$ cat src/rtl/fetch_redirect_unit.sv
// Instruction-fetch front end: owns the PC, issues single-outstanding word reads and buffers
// returned instructions toward decode; branch redirects flush. Optional FETCH_PERF_CNT_EN counters.
module fetch_redirect_unit #(
    parameter int unsigned       ADDR_W     = 10,
    parameter int unsigned       DATA_W     = 32,
    parameter logic [ADDR_W-1:0] RESET_PC   = '0,
    parameter int unsigned       FIFO_DEPTH = 2
) (
    input  logic              clk,
    input  logic              rst_n,
    input  logic              branch,
    input  logic [ADDR_W-1:0] targetAddress,
    output logic              imem_req,
    output logic [ADDR_W-1:0] imem_addr,
    input  logic              imem_gnt,
    input  logic              imem_rvalid,
    input  logic [DATA_W-1:0] imem_rdata,
    output logic              instr_valid,
    output logic [DATA_W-1:0] instr,
    output logic [ADDR_W-1:0] instr_addr,
    input  logic              instr_ready
`ifdef FETCH_PERF_CNT_EN
    ,
    output logic [31:0]       perf_redirects,
    output logic [31:0]       perf_dropped
`endif
);

    localparam int unsigned PtrW = (FIFO_DEPTH > 1) ? $clog2(FIFO_DEPTH) : 1;
    localparam int unsigned CntW = $clog2(FIFO_DEPTH + 1);

    typedef enum logic [1:0] {StIdle, StReq, StWait} state_e;

    state_e            state_q, state_d;
    logic [ADDR_W-1:0] pc_q, pc_d;
    logic [ADDR_W-1:0] req_addr_q, req_addr_d;
    logic              drop_q, drop_d;

    logic [DATA_W-1:0] data_q [FIFO_DEPTH];
    logic [ADDR_W-1:0] addr_q [FIFO_DEPTH];
    logic [PtrW-1:0]   rptr_q, wptr_q;
    logic [CntW-1:0]   cnt_q;

    logic hs, push, pop;

    // A request only issues with no response outstanding, so free entries here already
    // account for the reserved slot of the in-flight response.
    assign imem_req    = (state_q == StReq) && (cnt_q < CntW'(FIFO_DEPTH));
    assign imem_addr   = pc_q;
    assign hs          = imem_req & imem_gnt;
    assign instr_valid = (cnt_q != '0);
    assign instr       = data_q[rptr_q];
    assign instr_addr  = addr_q[rptr_q];
    assign pop         = instr_valid & instr_ready;

    always_comb begin
        state_d    = state_q;
        pc_d       = pc_q;
        req_addr_d = req_addr_q;
        drop_d     = drop_q;
        push       = 1'b0;
        unique case (state_q)
            StIdle: state_d = StReq;
            StReq: begin
                if (hs) begin
                    pc_d       = pc_q + ADDR_W'(1);
                    req_addr_d = pc_q;
                    drop_d     = branch;
                    state_d    = StWait;
                end
            end
            StWait: begin
                if (imem_rvalid) begin
                    push    = ~(drop_q | branch);
                    drop_d  = 1'b0;
                    state_d = StReq;
                end else if (branch) begin
                    drop_d = 1'b1;
                end
            end
            default: state_d = StIdle;
        endcase
        if (branch) begin
            pc_d = targetAddress;
        end
    end

    always_ff @(posedge clk or negedge rst_n) begin
        if (!rst_n) begin
            state_q    <= StIdle;
            pc_q       <= RESET_PC;
            req_addr_q <= RESET_PC;
            drop_q     <= 1'b0;
        end else begin
            state_q    <= state_d;
            pc_q       <= pc_d;
            req_addr_q <= req_addr_d;
            drop_q     <= drop_d;
        end
    end

    // Push never coincides with a redirect, so the flush can simply snap rptr to wptr.
    always_ff @(posedge clk or negedge rst_n) begin
        if (!rst_n) begin
            rptr_q <= '0;
            wptr_q <= '0;
            cnt_q  <= '0;
            for (int i = 0; i < int'(FIFO_DEPTH); i++) begin
                data_q[i] <= '0;
                addr_q[i] <= '0;
            end
        end else begin
            if (push) begin
                data_q[wptr_q] <= imem_rdata;
                addr_q[wptr_q] <= req_addr_q;
                wptr_q         <= wptr_q + PtrW'(1);
            end
            if (branch) begin
                rptr_q <= wptr_q;
                cnt_q  <= '0;
            end else begin
                if (pop) begin
                    rptr_q <= rptr_q + PtrW'(1);
                end
                cnt_q <= cnt_q + CntW'(push) - CntW'(pop);
            end
        end
    end

`ifdef FETCH_PERF_CNT_EN
    logic [31:0] perf_redir_q, perf_drop_q, drop_inc;
    logic [32:0] redir_sum, drop_sum;

    always_comb begin
        drop_inc = '0;
        if ((state_q == StWait) && imem_rvalid && (drop_q || branch)) begin
            drop_inc = 32'd1;
        end
        if (branch) begin
            drop_inc = drop_inc + 32'(cnt_q) - 32'(pop);
        end
        redir_sum = {1'b0, perf_redir_q} + 33'(branch);
        drop_sum  = {1'b0, perf_drop_q} + {1'b0, drop_inc};
    end

    always_ff @(posedge clk or negedge rst_n) begin
        if (!rst_n) begin
            perf_redir_q <= '0;
            perf_drop_q  <= '0;
        end else begin
            perf_redir_q <= redir_sum[32] ? '1 : redir_sum[31:0];
            perf_drop_q  <= drop_sum[32] ? '1 : drop_sum[31:0];
        end
    end

    assign perf_redirects = perf_redir_q;
    assign perf_dropped   = perf_drop_q;
`endif

endmodule

$ cat config.mk
export PLATFORM = sky130hd
export DESIGN_NAME = fetch_redirect_unit
export DESIGN_NICKNAME = d
export VERILOG_FILES = /design/src/rtl/fetch_redirect_unit.sv
export SDC_FILE = /design/constraint.sdc
export NUM_CORES = 1
export LEC_CHECK = 0
export BUFFER_PORTS_ARGS = -buffer_cell sky130_fd_sc_hd__buf_2
export CORE_ASPECT_RATIO = 2
export CORE_MARGIN = 8
export CORE_UTILIZATION = 30
export DETAILED_ROUTE_END_ITERATION = 8
export GPL_TIMING_DRIVEN = 0
export SYNTH_ARGS = -nofsm -noshare
export SYNTH_HDL_FRONTEND = slang
export SYNTH_SLANG_ARGS = --single-unit
$ cat constraint.sdc
create_clock -name clk -period 1.85 [get_ports clk]
set_input_delay 0.37 -clock clk [delete_from_list [all_inputs] [get_ports clk]]
set_output_delay 0.37 -clock clk [all_outputs]
set_load 0.01 [all_outputs]
==> flow_results.org <==
** Synth
- Dividing the synthesized area by the synthesized cell count gives roughly 13 µm².
- The mapped netlist covers 4976 µm².
- In this run, distinct cell masters in the synthesized netlist total 42.
- Async set or reset register ratio after synthesis :: 1.000
- The share of the Yosys chip area taken by registers is 0.5582.
- Synth top area cells :: dfrtp_1 (56%), mux2_2 (25%), mux2_1 (3.8%)
- Number of instances in the synthesized netlist :: around 370
- Number of warnings issued by yosys :: 0
- In this run, synthesis produced a sequential element count of 111.
- EDFF count, synth :: 0
- The share of synthesized area in the top cell type comes to 0.5582.
- Total nets after synthesis :: 424
- Top cell type by total area after synthesis :: dfrtp_1
- Dominant register cell in the synthesized netlist :: dfrtp_1

** Timing
- Tmin final :: around 1900 ps
- The clock arrives with 6.784 ps of skew.
- In the post-route analysis, the smallest setup slack over all paths is -47.25 ps.
- Setup repair after global routing could not meet its margin everywhere.
- The final-report hold violation count came to 0.
- Setup violations remaining at the end of the flow were counted as 31.
- Post-route clock period utilization :: 1.026
- The worst pin sits at a relative slew slack of 0.4828.
- For this run, the top clock speed supported by timing is 527.1 MHz.
- Final slew viol count :: 0
- Actual transition at the worst max-transition pin :: 775.8 ps

** Die
- The die is roughly 200 µm tall.
- Area of the core :: 16270 µm²
- Die Area :: 21210 µm²
- Die X-Extent :: around 110 µm
- For this design the top-level I/O count stands at 102.
- Effective utilization at floorplan :: 0.3059
- The floorplan has 66 rows.

** Critical path
- For this run, the slowest stage of the critical path takes 430 ps.
- FF-to-FF path depth :: 5
- STA classifies the critical path endpoint as an output port.
- Following the worst setup path forward leads to its endpoint at instr_addr[7].
- Launch point of the worst path :: rptr_q
- Worst path slowest cell :: dfrtp_2
- The number of buffers and inverters on the critical path is 3.
- Total stage count of the critical path :: 4
- STA puts the critical path data required time at 1480 ps.
- Worst path cell trace :: buf_12 > clkbuf_16 > mux2_4 > buf_6
- Setup slack on the worst reg-to-reg path comes out at between 100 and 150 ps.
- CP delay by family, top :: buffers and inverters
- In this run the critical register-to-register path is captured at data_q[49].
- Data arrives at the worst endpoint at 1530 ps.
- STA classifies the critical path startpoint as a flop.
- R2R Path Start :: state_q[0]
- In this run the worst path has a maximum fanout of 7.
- The worst setup path is of the reg -> out kind.

** Clock network
- TritonCTS built the clock tree.
- The clock reaches the later pin of the worst-skew pair after 340 ps.
- The longest clock path from root to sink contains 2 buffers.
- Clock-pin transition on the worst setup and hold timing paths :: about 70 ps
- Clock Tree Root :: clkbuf_16
- Sinks on Clock Net :: between 100 and 150
- Count of H-tree levels built during CTS :: 3
- CTS Hold Buffers Added :: 0
- TritonCTS created 9 clock buffers.

** Layout
- Compared with the post-synthesis result, the final layout area differs by 29.65%.
- Count of non-filler cells in the finished layout :: 701
- The number of antenna diodes in the final layout is 0.
- Proportion of layout cells with a drive suffix above 1 :: 0.5131
- After routing the design area is 6451 µm².
- The final layout contains 543 nets.

** Outcome
- Outcome :: complete, but fails checks
- Violations in the final reports :: negative setup slack

** Placed design
- Area of placed instances :: between 5000 and 6000 µm²
- During placement, the flow inserted port buffers numbering 101.
- Routability congestion estimate from global placement :: slightly below 0.8
- Number of placed cells counting well taps :: 679
- The wire-length estimate of the detail-placed layout is 9071 µm.

** Global route
- The number of global-route vias before repair is 3719.
- Antenna violations before repair :: 0
- For this run, the total global-route usage over all layers was measured as 0.1176.
- Entering global routing, the biggest net connects 60 pins.
- Summed over all layers, the global routing overflow is 0.
- Global-route wire length before repair :: 19550 µm

** Route
- Avg WL per Cell :: 17.40 µm
- In this run the remaining antenna-violating nets after routing total 0.
- For this block, the routed nets add up to 12190 µm of wire.
- Total number of vias :: 3323
- Vias per std cell :: 4.740
- First drt pass iteration count :: 4
- For this block, the initial DRC count from the detailed router was 50.
- After detailed routing, the number of remaining DRC violations is 0.

** Job
- Across the run, the number of max-cap violations was 0.

** Power and ir drop
- Peak ir drop on the vdd network :: 0.5387 mV
- PwrDens :: 1483 nW/µm²
- Static leakage :: 3.183 nW

** Min path
- The path class of the tightest hold or removal check is in -> async.
==> how the worst min path moves through the flow <==
stage	slack, ps	depth (start not counted)	endpoint	startpoint
6_report	100	1	data_q[60]	rst_n
5_1_grt	160	1	data_q[60]	rst_n
4_1_cts	120	1	data_q[60]	rst_n
2_1_floorplan	70	0	addr_q[0]	rst_n
3_5_place_dp	480	1	data_q[38]	data_q[38]
3_3_place_gp	460	1	data_q[41]	data_q[41]
==> stage by stage <==
stage | worst slack [ps] | power (mW) | utilization | TNS [ps] | hold WS (ps)
after floorplan | 217.6 | 5.611 | - | 0 | 74.41
after global placement | -808.5 | 6.639 | 0.3526 | -97420 | 463.5
after detailed placement | -299.9 | 6.789 | 0.3545 | -10290 | 475.6
after CTS | -72.69 | 9.247 | 0.3831 | -1766 | 124.6
after global routing | -107.2 | 10.19 | 0.3966 | -3103 | 160.1
final | -47.25 | 9.568 | 0.3966 | -652.0 | 98.49
==> placed cells by master (no fill, tap or decap), types with 3 or more instances in the layout <==
cell / n
clkbuf_16: 10
ha_1: 3
nor2_1: 9
o31ai_1: 3
a31oi_1: 5
buf_2: 82
mux2_1: 17
buf_4: 9
nand2_1: 37
or4_1: 3
bufinv_16: 3
buf_6: 26
o21ai_0: 8
nor2b_1: 3
nand3_1: 4
xnor2_1: 4
mux2_2: 100
inv_1: 5
dfrtp_1: 110
mux2_4: 9
clkbuf_1: 4
nand4_1: 3
buf_12: 5
==> state kept, by name, summed over array words and instances (netlist names) <==
register,cells
addr_q,20
cnt_q,2
data_q,64
drop_q,1
imem_addr,10
req_addr_q,10
rptr_q,1
state_q,2
wptr_q,1
==> kinds of logic (layout without fill, tap and decap cells) <==
logic type / count (synthesis) / count (layout) / synth area share
buf+inv: 26 / 150 / 0.02565
xor+xnor: 5 / 5 / 0.008800
flops: 111 / 111 / 0.5582
mux: 127 / 127 / 0.2872
fa+ha+maj: 3 / 3 / 0.007544
simple gates: 75 / 75 / 0.07669
compound gates: 26 / 26 / 0.03596
==> power breakdown <==
part | total (mW) | switching (mW) | internal (mW)
Clock | 2.19 | 0.860 | 1.33
Sequential | 3.71 | 0.480 | 3.23
Combinational | 3.67 | 1.53 | 2.14
Total | 9.57 | 2.87 | 6.70
==> final cells by class <==
class                           instances  area [µm²]
Timing Repair Buffer                  109       793.3
Fill cell                            1605        9817
Clock inverter                          5       106.4
Inverter                                6       22.52
Sequential cell                       111        2779
Buffer                                 19       152.6
Multi-Input combinational cell        236        2110
Clock buffer                           11       232.7
Tap cell                              204       255.2
==> Yosys cell counts, types with 2 or more instances <==
library cell	instances
buf_4	4
nor4_1	2
dfrtp_1	111
or2_2	2
buf_2	12
mux2_1	17
o21ai_0	8
nor2_1	9
xnor2_1	4
inv_1	5
ha_1	3
nor2b_1	3
o21a_1	2
mux2_2	109
clkbuf_1	4
o31ai_1	3
or4_1	3
nand3_1	5
a31oi_1	5
nand4_1	3
nand2_1	37
a221o_1	2
==> metal layers <==
| layer | share of wire | vias to the layer above | global-route usage |
|---|---|---|---|
| li1 | - | 1561 | - |
| met1 | 0.38 | 1668 | 0.1252 |
| met2 | 0.56 | 83 | 0.2145 |
| met3 | 0.038 | 11 | 0.02279 |
| met4 | 0.020 | 0 | 0.05459 |
| met5 | 0 | - | 0 |
==> what timing repair did <==
| item | CTS | global route |
|---|---|---|
| cloned | 0 | 1 |
| resized for setup | 19 | 34 |
| buffers inserted | 4 | 2 |
| setup endpoints to repair | 82 | 74 |
| pin swaps | 1 | 0 |
(Power assumes the default switching activity.)
